[src/rtl/fclass_pipe.sv]
// Purpose     : two-stage FCLASS unit; classifies a wide or NaN-boxed narrow FP operand into a 10-bit one-hot mask.
// Latency     : 2 cycles from accept to out_valid, 1 op/cycle sustained.
// Backpressure: valid/ready per stage; a stage holds when its downstream is stalled; in_ready is independent of in_valid.
//
// Ports:
//   clk, rst_n                    clock, asynchronous active-low reset
//   in_valid/in_ready             operand handshake (in_fmt, in_frs, in_tag)
//   in_fmt                        0 = wide format, 1 = narrow NaN-boxed format
//   out_valid/out_ready           result handshake (out_class, out_tag)
//   out_class                     one-hot class mask in bits 9:0, upper bits zero
module fclass_pipe #(
    parameter int EXPWIDTH  = 11,
    parameter int SIGWIDTH  = 53,
    parameter int NEXPWIDTH = 8,
    parameter int NSIGWIDTH = 24,
    parameter int XLEN      = 64,
    parameter int TAGW      = 5
) (
    input  logic                         clk,
    input  logic                         rst_n,
    input  logic                         in_valid,
    output logic                         in_ready,
    input  logic                         in_fmt,
    input  logic [EXPWIDTH+SIGWIDTH-1:0] in_frs,
    input  logic [TAGW-1:0]              in_tag,
    output logic                         out_valid,
    input  logic                         out_ready,
    output logic [XLEN-1:0]              out_class,
    output logic [TAGW-1:0]              out_tag
);
    localparam int FLEN = EXPWIDTH + SIGWIDTH;
    localparam int NLEN = NEXPWIDTH + NSIGWIDTH;

    // Pipeline control
    logic s1_valid;
    logic s2_valid;
    logic s2_ready;

    assign s2_ready  = !s2_valid || out_ready;
    assign in_ready  = !s1_valid || s2_ready;
    assign out_valid = s2_valid;

    // Stage-1 field decode
    logic sel_sign, sel_exp0, sel_exp1, sel_fzero, sel_fmsb;

    always_comb begin
        sel_sign  = 1'b0;
        sel_exp0  = 1'b0;
        sel_exp1  = 1'b0;
        sel_fzero = 1'b0;
        sel_fmsb  = 1'b0;
        if (in_fmt) begin
            if (&in_frs[FLEN-1:NLEN]) begin
                sel_sign  = in_frs[NLEN-1];
                sel_exp0  = ~|in_frs[NLEN-2 -: NEXPWIDTH];
                sel_exp1  = &in_frs[NLEN-2 -: NEXPWIDTH];
                sel_fzero = ~|in_frs[NSIGWIDTH-2:0];
                sel_fmsb  = in_frs[NSIGWIDTH-2];
            end else begin
                // Improperly boxed narrow value reads as the canonical quiet NaN
                sel_sign  = 1'b0;
                sel_exp0  = 1'b0;
                sel_exp1  = 1'b1;
                sel_fzero = 1'b0;
                sel_fmsb  = 1'b1;
            end
        end else begin
            sel_sign  = in_frs[FLEN-1];
            sel_exp0  = ~|in_frs[FLEN-2 -: EXPWIDTH];
            sel_exp1  = &in_frs[FLEN-2 -: EXPWIDTH];
            sel_fzero = ~|in_frs[SIGWIDTH-2:0];
            sel_fmsb  = in_frs[SIGWIDTH-2];
        end
    end

    // Stage-1 registers
    logic            s1_sign, s1_exp0, s1_exp1, s1_fzero, s1_fmsb;
    logic [TAGW-1:0] s1_tag;

    always_ff @(posedge clk or negedge rst_n) begin
        if (!rst_n) begin
            s1_valid <= 1'b0;
            s1_sign  <= 1'b0;
            s1_exp0  <= 1'b0;
            s1_exp1  <= 1'b0;
            s1_fzero <= 1'b0;
            s1_fmsb  <= 1'b0;
            s1_tag   <= '0;
        end else begin
            if (in_ready) begin
                s1_valid <= in_valid;
            end
            // Payload only loads on a real transfer so in_fmt may be X while idle
            if (in_valid && in_ready) begin
                s1_sign  <= sel_sign;
                s1_exp0  <= sel_exp0;
                s1_exp1  <= sel_exp1;
                s1_fzero <= sel_fzero;
                s1_fmsb  <= sel_fmsb;
                s1_tag   <= in_tag;
            end
        end
    end

    // Stage-2 mask build
    logic [9:0] mask;

    always_comb begin
        mask = 10'd0;
        if (s1_exp1) begin
            if (s1_fzero)     mask[s1_sign ? 0 : 7] = 1'b1;
            else if (s1_fmsb) mask[9] = 1'b1;
            else              mask[8] = 1'b1;
        end else if (s1_exp0) begin
            if (s1_fzero)     mask[s1_sign ? 3 : 4] = 1'b1;
            else              mask[s1_sign ? 2 : 5] = 1'b1;
        end else begin
            mask[s1_sign ? 1 : 6] = 1'b1;
        end
    end

    // Stage-2 registers; payload holds while stalled or idle
    always_ff @(posedge clk or negedge rst_n) begin
        if (!rst_n) begin
            s2_valid  <= 1'b0;
            out_class <= '0;
            out_tag   <= '0;
        end else begin
            if (s2_ready) begin
                s2_valid <= s1_valid;
            end
            if (s1_valid && s2_ready) begin
                out_class <= XLEN'(mask);
                out_tag   <= s1_tag;
            end
        end
    end

endmodule

[config.mk]
export PLATFORM = sky130hd
export DESIGN_NAME = fclass_pipe
export DESIGN_NICKNAME = d
export VERILOG_FILES = /design/src/rtl/fclass_pipe.sv
export SDC_FILE = /design/constraint.sdc
export NUM_CORES = 1
export LEC_CHECK = 0
export ABC_CLOCK_PERIOD_IN_PS = 1500
export CELL_PAD_IN_SITES_DETAIL_PLACEMENT = 1
export CELL_PAD_IN_SITES_GLOBAL_PLACEMENT = 2
export CORE_MARGIN = 3
export CORE_UTILIZATION = 32
export CTS_CLUSTER_DIAMETER = 50
export DETAILED_ROUTE_END_ITERATION = 16
export DONT_BUFFER_PORTS = 1
export PLACE_DENSITY_LB_ADDON = 0.12
export SLEW_MARGIN = 20
export SYNTH_ARGS = -nofsm -noshare
export SYNTH_HDL_FRONTEND = slang
export SYNTH_SLANG_ARGS = --single-unit
[constraint.sdc]
create_clock -name clk -period 1.5 [get_ports clk]
set_input_delay 0.3 -clock clk [delete_from_list [all_inputs] [get_ports clk]]
set_output_delay 0.3 -clock clk [all_outputs]
set_load 0.005 [all_outputs]
# After elaboration in Yosys (flattened, before gate mapping)

Index checks and enable logic that the tools add are counted.

Register bits after elaboration: 27
Input port bits: 74
Output and inout bits: 71

$lt $le $gt $ge: 8
Muxes and demuxes: 29
Reductions and logical operators: 21

Operator list:

| cell                 | number |
|---|---|
| $reduce_or A52 Y1    | 1 |
| $reduce_and A32 Y1   | 1 |
| $mux W10             | 3 |
| $reduce_or A23 Y1    | 1 |
| $lt A3 B5 Y1 const B | 4 |
| $demux W1 S4         | 4 |
| $mux W1              | 16 |
| $ge A3 B1 Y1 const B | 4 |
| $mux W3              | 4 |
| $reduce_and A11 Y1   | 1 |
| $reduce_or A11 Y1    | 1 |
| $mux W8              | 1 |
| $reduce_and A8 Y1    | 1 |
| $reduce_or A8 Y1     | 1 |
| $logic_and A1 B1 Y1  | 6 |
| $logic_not A1 Y1     | 6 |
| $logic_or A1 B1 Y1   | 2 |
| $mux W2              | 1 |

# Longest topological paths before layout

Gate-level depths: netlist (run 1).

Word-level depth: 8
Gate-level depth with buffers: 5

# Worst setup path after synthesis (run 1)

No wires, ideal clock.

Path kind: input -> register
Start point: input out_ready
End point: register out_tag[3]
Library setup time: 0.125 ns
Arrival time: 1.130 ns
Required time: 1.375 ns
Setup slack: 0.245 ns
Stages: 4
Buffers on the path: 1
Cells stage by stage: nand2b_1 nand2_1 buf_2 mux2_2

Cells in the longest elaborated chain, start to end: 2

Ends and longest elaborated chain:

| what                   | RTL line | text |
|---|---|---|
| start: declaration     | 27       | `input logic out_ready,` |
| $logic_or A1 B1 Y1     | 39       | `assign s2_ready = !s2_valid \|\| out_ready;` |
| $logic_and A1 B1 Y1    | 132      | `if (s1_valid && s2_ready) begin` |
| end signal: assignment | 134      | `out_tag <= s1_tag;` |
| end: declaration       | 29       | `output logic [TAGW-1:0] out_tag` |

Every way passes these cells.
A chain may end at the register's enable or synchronous reset.

# Worst setup path in the final report (run 1)

Start point: register s2_valid (netlist: out_valid)
End point: output in_ready

Cells in the longest elaborated chain, start to end: 3

Ends and longest elaborated chain:

| what                     | RTL line | text |
|---|---|---|
| start: declaration       | 36       | `logic s2_valid;` |
| start signal: assignment | 130      | `s2_valid <= s1_valid;` |
| $logic_not A1 Y1         | 39       |  |
| $logic_or A1 B1 Y1       | 39       |  |
| $logic_or A1 B1 Y1       | 40       | `assign in_ready = !s1_valid \|\| s2_ready;` |
| end: declaration         | 22       | `output logic in_ready,` |

Every way passes these cells.

==> results of run 1 <==
per-layer routing:
metal / GRT usage, % / vias up / routed length [microns]
li1: - / 592 / -
met1: 14.8 / 600 / 1630
met2: 24.8 / 81 / 2320
met3: 3.59 / 2 / 440
met4: 3.04 / 0 / 25
met5: 0 / - / 0
power groups by stage:
stage / logic (W) / clock network [W] / registers [W]
finish: 0.000233 / 0.000398 / 0.000879
global route: 0.000271 / 0.000450 / 0.000893
CTS: 0.000234 / 0.000418 / 0.000884
detailed placement: 0.000211 / 0 / 0.000899
global placement: 0.000202 / 0 / 0.000894
floorplan: 0.000266 / 0 / 0.000872
timing repair:
item | in CTS | in global routing
resized for setup | 0 | 0
hold buffers | 2 | 0
endpoints found under the hold margin | 27 | 0
synth_stat cells, drive strengths merged (3+ instances only):
library cell / number / area (sq um)
buf: 56 / 415
nor2: 4 / 17.5
inv: 5 / 18.8
nand2b: 3 / 18.8
o41ai: 3 / 26.3
nand3: 5 / 30.0
nor4: 16 / 106
nand2: 30 / 113
mux2: 5 / 56.3
dfrtp: 27 / 676
and4: 3 / 26.3
nand4: 10 / 68.8
o21ai: 6 / 30.0
stage by stage:
| step | instance area, sq um | instances | setup WS [ps] | total power [W] | util [%] |
|---|---|---|---|---|---|
| 2_1_floorplan | 1970 | 247 | 245 | 0.00114 | - |
| 3_3_place_gp | 1680 | 264 | 163 | 0.00110 | 32.1 |
| 3_5_place_dp | 1680 | 264 | 153 | 0.00111 | 32.1 |
| 4_1_cts | 1760 | 270 | 136 | 0.00154 | 33.5 |
| 5_1_grt | 1760 | 270 | 107 | 0.00161 | 33.5 |
| 6_report | 1760 | 270 | 151 | 0.00151 | 33.5 |
final timing paths:
path,start,end,slack (ps),depth (start not counted)
min in group asynchronous,rst_n,out_class[9]$_DFFE_PN0P_,460,2
worst max-delay path,out_valid$_DFFE_PN0P_,in_ready,150,2
worst max register to register,out_valid$_DFFE_PN0P_,s1_fzero$_DFFE_PN0P_,200,5
worst min-delay path,in_tag[2],s1_tag[2]$_DFFE_PN0P_,140,2
worst min register to register,s1_tag[2]$_DFFE_PN0P_,s1_tag[2]$_DFFE_PN0P_,480,2
max in group asynchronous,rst_n,s1_tag[0]$_DFFE_PN0P_,880,2
worst register-to-register path: stages (launching register included):
cell and delay [ps]:
dfrtp_1 420, and3b_1 220, inv_1 150, nand4_1 120, nand2b_1 170, o221ai_1 150
flip-flops by register name (all words and copies together) (netlist names):
register / count
s1_tag: 5
out_tag: 5
s1_sign: 1
s1_exp0: 1
s1_fzero: 1
s1_valid: 1
s1_fmsb: 1
s1_exp1: 1
out_class: 10
out_valid: 1
logic make-up (layout without fill, tap and decap cells):
kind of cell / Yosys count / in the layout / share of synthesized area, %
flip-flops: 27 / 27 / 38.2
multiplexers: 7 / 7 / 4.31
AND/OR/NAND/NOR: 79 / 79 / 25.3
AO/OA/AOI/OAI: 18 / 18 / 7.28
buffers and inverters: 62 / 15 / 24.7
other: 1 / 54 / 0.212
cell type report:
class	count	area, sq um
Clock buffer	3	41.3
Clock inverter	1	5.00
Fill cell	629	3480
Inverter	5	18.8
Multi-Input combinational cell	158	856
Sequential cell	27	676
Tap cell	70	87.6
Timing Repair Buffer	6	72.6
==> impl_metrics.ini, run 1 <==
[worst_setup_path]
critPathBufInv = 1
startpoint_type = flip-flop
worstSetupPathType = reg2out
slowest_delay_ps = 420
worstPathRequired_ps = 1200
crit_family = flip-flops
cp-end-kind = primary output
cp_max_fo = 4
worst_path_max_delay_cell = dfrtp_1
worstPathArrival_ps = 1050
crit_chain = and3b_1, inv_1

[clock_network]
cts_made_buffers = 3
cts.reportedPaths.clkPinSlew_ps = 90
clockBufferDepth = 2
ctsRootBufferMaster = clkbuf_8
htreeDepth = 1
clock_sinks = 27
insertion_delay_ps = 260
cts_tree = yes
postCtsSetupBuffers = 0

[synth]
synth_cell_types = 37
syn_inst = 194
avgSynthCellArea_sq_um = 9.13
synth_edf_count = 0
synth_area_sq_um = 1770
ys_ff_latch = 27
yosysWarnings = 0
synthArstFlopShare_pct = 100
yosysSeqAreaShare_pct = 38.2
synthFlopType = dfrtp_1

[pwr]
p_sw_share_pct = 27.7
p_clk_share_pct = 26.3
power_switching_w = 0.000418
peakVddDrop_v = 0.000310
power_leakage_nw = 0.808
comb_power_share_pct = 15.5
p_int_w = 0.00109
powerDensity_nw_per_um2 = 860
seqPwrFrac_pct = 58.2

[sta]
hold_viol = 0
setup_violations = 0
finalCritPeriodShare_pct = 90.0
maxSlewViolCount = 0
period_needed_ps = 1350
holdWs_ps = 145
fmax_mhz = 741
skew_ps = 3.62
tns_ps = 0
rsz0062_at_grt = no

[placement]
dpl.hpwl_microns = 3860
port_buffers = 0
gp_congestion = 0.721

[cells_and_area]
mostFrequentLayoutCells = conb_1 (54), nand2_1 (30), dfrtp_1 (27)
antenna_cells = 0
area_growth_pct = -0.778
final_layout_size_suffix_gt1_share_pct = 9.50
final_nets = 275
final_common_cell = conb_1

[global_routing]
grt_max_degree = 28
antenna_found_initial = 0
grt_pass1_wl_microns = 6810
track_usage_pct = 13.3
gr-total-overflow = 0
first_global_vias = 1397

[flow_run]
drv_cap = 0

[detailed_routing]
drtIter0Drc = 33
first_pass_iters = 4
via_count = 1275
wl_per_cell_microns = 16.4
totalWireLength_microns = 4420
ant_nets = 0
drc = 0
viasPerCell = 4.72

[floorplanning]
core_area_sq_um = 5240
ioPinCount = 145
die_y_microns = 80.4
die-area_sq_um = 6460
initial_core_util_pct = 33.8
die_w_microns = 80.4
placementRows = 26

[worst_hold_path]
min_path_type = in2reg

[outcome]
status = complete, no violations
Power figures use the tool's default switching activity.
==> inputs of run 2 (changes only) <==
RECOVER_POWER = 100   (was not set)
==> run 2 against run 1 <==
Net effect:
- critical endpoint is now s1_fmsb$_DFFE_PN0P_
- fmax is 0.14% lower
- clock power hardly changed
- critical path depth is 3 higher
- first-iteration DRC count is 30% higher
- sequential cell count stayed put
- power is 0.41% lower
- critical path type is now reg2reg
- global-route usage stayed put
- routed wire length is 0.18% lower
- register-to-register slack worse by 50 ps
==> impl_metrics.ini, run 2 (same netlist as run 1, synthesis figures left out) <==
[worst_setup_path]
worstPathArrival_ps = 1560
worst_path_max_delay_cell = dfrtp_1
critPathBufInv = 1
crit_chain = and3b_1, nor2_2, clkbuf_2, mux2i_1, o31a_1
crit-reg2reg-capture = s1_fmsb$_DFFE_PN0P_
timing.rr.start = out_valid$_DFFE_PN0P_
worstPathRequired_ps = 1710
cp-end-kind = flip-flop
startpoint_type = flip-flop
r2r_slack_ps = 150
worstSetupPathType = reg2reg
crit_family = flip-flops
worstRegToRegCells = 5
cp-startpoint = out_valid$_DFFE_PN0P_
cp_max_fo = 7
slowest_delay_ps = 420

[clock_network]
cts_made_buffers = 3
clock_sinks = 27
postCtsSetupBuffers = 0
cts.reportedPaths.clkPinSlew_ps = 90
insertion_delay_ps = 270
postCtsHoldBufs = 2
post_cts_resized = 0
clockBufferDepth = 2
htreeDepth = 1
cts_tree = yes
ctsRootBufferMaster = clkbuf_8

[cells_and_area]
mostFrequentLayoutCells = conb_1 (54), nand2_1 (30), dfrtp_1 (27)
area_growth_pct = -1.77
stdcell_count = 270
largest_reg_flops = 10
fill_cells = 631
antenna_cells = 0
top_register = out_class
reg.largest.list = out_class (10), out_tag (5), s1_tag (5)
final_common_cell = conb_1
final_layout_size_suffix_gt1_share_pct = 9.50
final_nets = 275

[global_routing]
track_usage_pct = 13.3
antenna_found_initial = 0
grt_max_degree = 28
gr-total-overflow = 0
grt_pass1_wl_microns = 6810
first_global_vias = 1397

[placement]
port_buffers = 0
dp.cells = 264
gp_congestion = 0.721
dpl.hpwl_microns = 3860

[sta]
fmax_mhz = 740
tns_ps = 0
skew_ps = 4.40
rsz0062_at_grt = no
finalCritPeriodShare_pct = 90.1
slew-limit-headroom_pct = 56.6
maxSlewViolCount = 0
period_needed_ps = 1350
worstMarginPinSlew_ps = 651
setup_violations = 0
hold_viol = 0

[worst_hold_path]
worstHoldEndpoint = s1_tag[2]$_DFFE_PN0P_
min_path_type = in2reg
whs_path_depth = 2
hp-start = in_tag[2]

[floorplanning]
placementRows = 26
die-area_sq_um = 6460
core_area_sq_um = 5240
ioPinCount = 145
die_w_microns = 80.4
die_y_microns = 80.4
initial_core_util_pct = 33.8

[pwr]
power_switching_w = 0.000417
p_sw_share_pct = 27.7
powerDensity_nw_per_um2 = 865
peakVddDrop_v = 0.000313
p_clk_share_pct = 26.5
seqPwrFrac_pct = 58.4
comb_power_share_pct = 15.0
p_int_w = 0.00109
power_leakage_nw = 0.802

[detailed_routing]
first_pass_iters = 4
wl_per_cell_microns = 16.3
totalWireLength_microns = 4410
drtIter0Drc = 43
via_count = 1274
viasPerCell = 4.72
ant_nets = 0
drc = 0

[outcome]
status = complete, no violations

[flow_run]
drv_cap = 0
-- run 2: layout make-up --
cell class / instances / area (sq um) / share of cell area, %
clock inverter: 1 / 5.00 / 0.288
timing repair buffer: 6 / 55.1 / 3.17
inverter: 5 / 18.8 / 1.08
sequential: 27 / 676 / 38.8
clock buffer: 3 / 41.3 / 2.37
multi-input combinational: 158 / 856 / 49.2
tap: 70 / 87.6 / 5.04
-- run 2: worst max path at each step --
stage                                   to  slack, ps  cells after the start
global placement       s1_fmsb$_DFFE_PN0P_        160                      4
detailed placement     s1_fmsb$_DFFE_PN0P_        150                      4
floorplan           out_tag[3]$_DFFE_PN0P_        250                      4
finish                 s1_fmsb$_DFFE_PN0P_        150                      5
global route           s1_fmsb$_DFFE_PN0P_         70                      5
CTS                               in_ready        140                      2
-- run 2: power by group through the flow --
stage | clock network [W] | logic [W] | registers (W)
after floorplan | 0 | 0.000266 | 0.000872
after global placement | 0 | 0.000202 | 0.000894
after detailed placement | 0 | 0.000211 | 0.000899
after CTS | 0.000418 | 0.000234 | 0.000884
after global routing | 0.000450 | 0.000264 | 0.000893
final | 0.000399 | 0.000226 | 0.000879
-- run 2: through the flow --
stage	hold WS (ps)	area, sq um	total power [W]	worst slack, ps	util (%)
CTS	140	1760	0.00154	136	33.5
global route	135	1740	0.00161	66.1	33.2
finish	145	1740	0.00150	149	33.2
global placement	5.17	1680	0.00110	163	32.1
floorplan	4.41	1970	0.00114	245	-
detailed placement	5.26	1680	0.00111	153	32.1
-- run 2: layer usage --
layer / part of all wire, % / global-route usage, % / vias up / wire length, microns
met5: 0 / 0 / - / 0
met2: 52 / 24.8 / 82 / 2310
met4: 0.54 / 3.04 / 0 / 24
met1: 37 / 14.8 / 600 / 1630
met3: 10 / 3.59 / 2 / 446
li1: - / - / 590 / -
-- run 2: worst reg2reg max path: stages (launching register included) --
cell,delay (ps)
dfrtp_1,420
and3b_1,220
nor2_2,100
clkbuf_2,210
mux2i_1,200
o31a_1,140
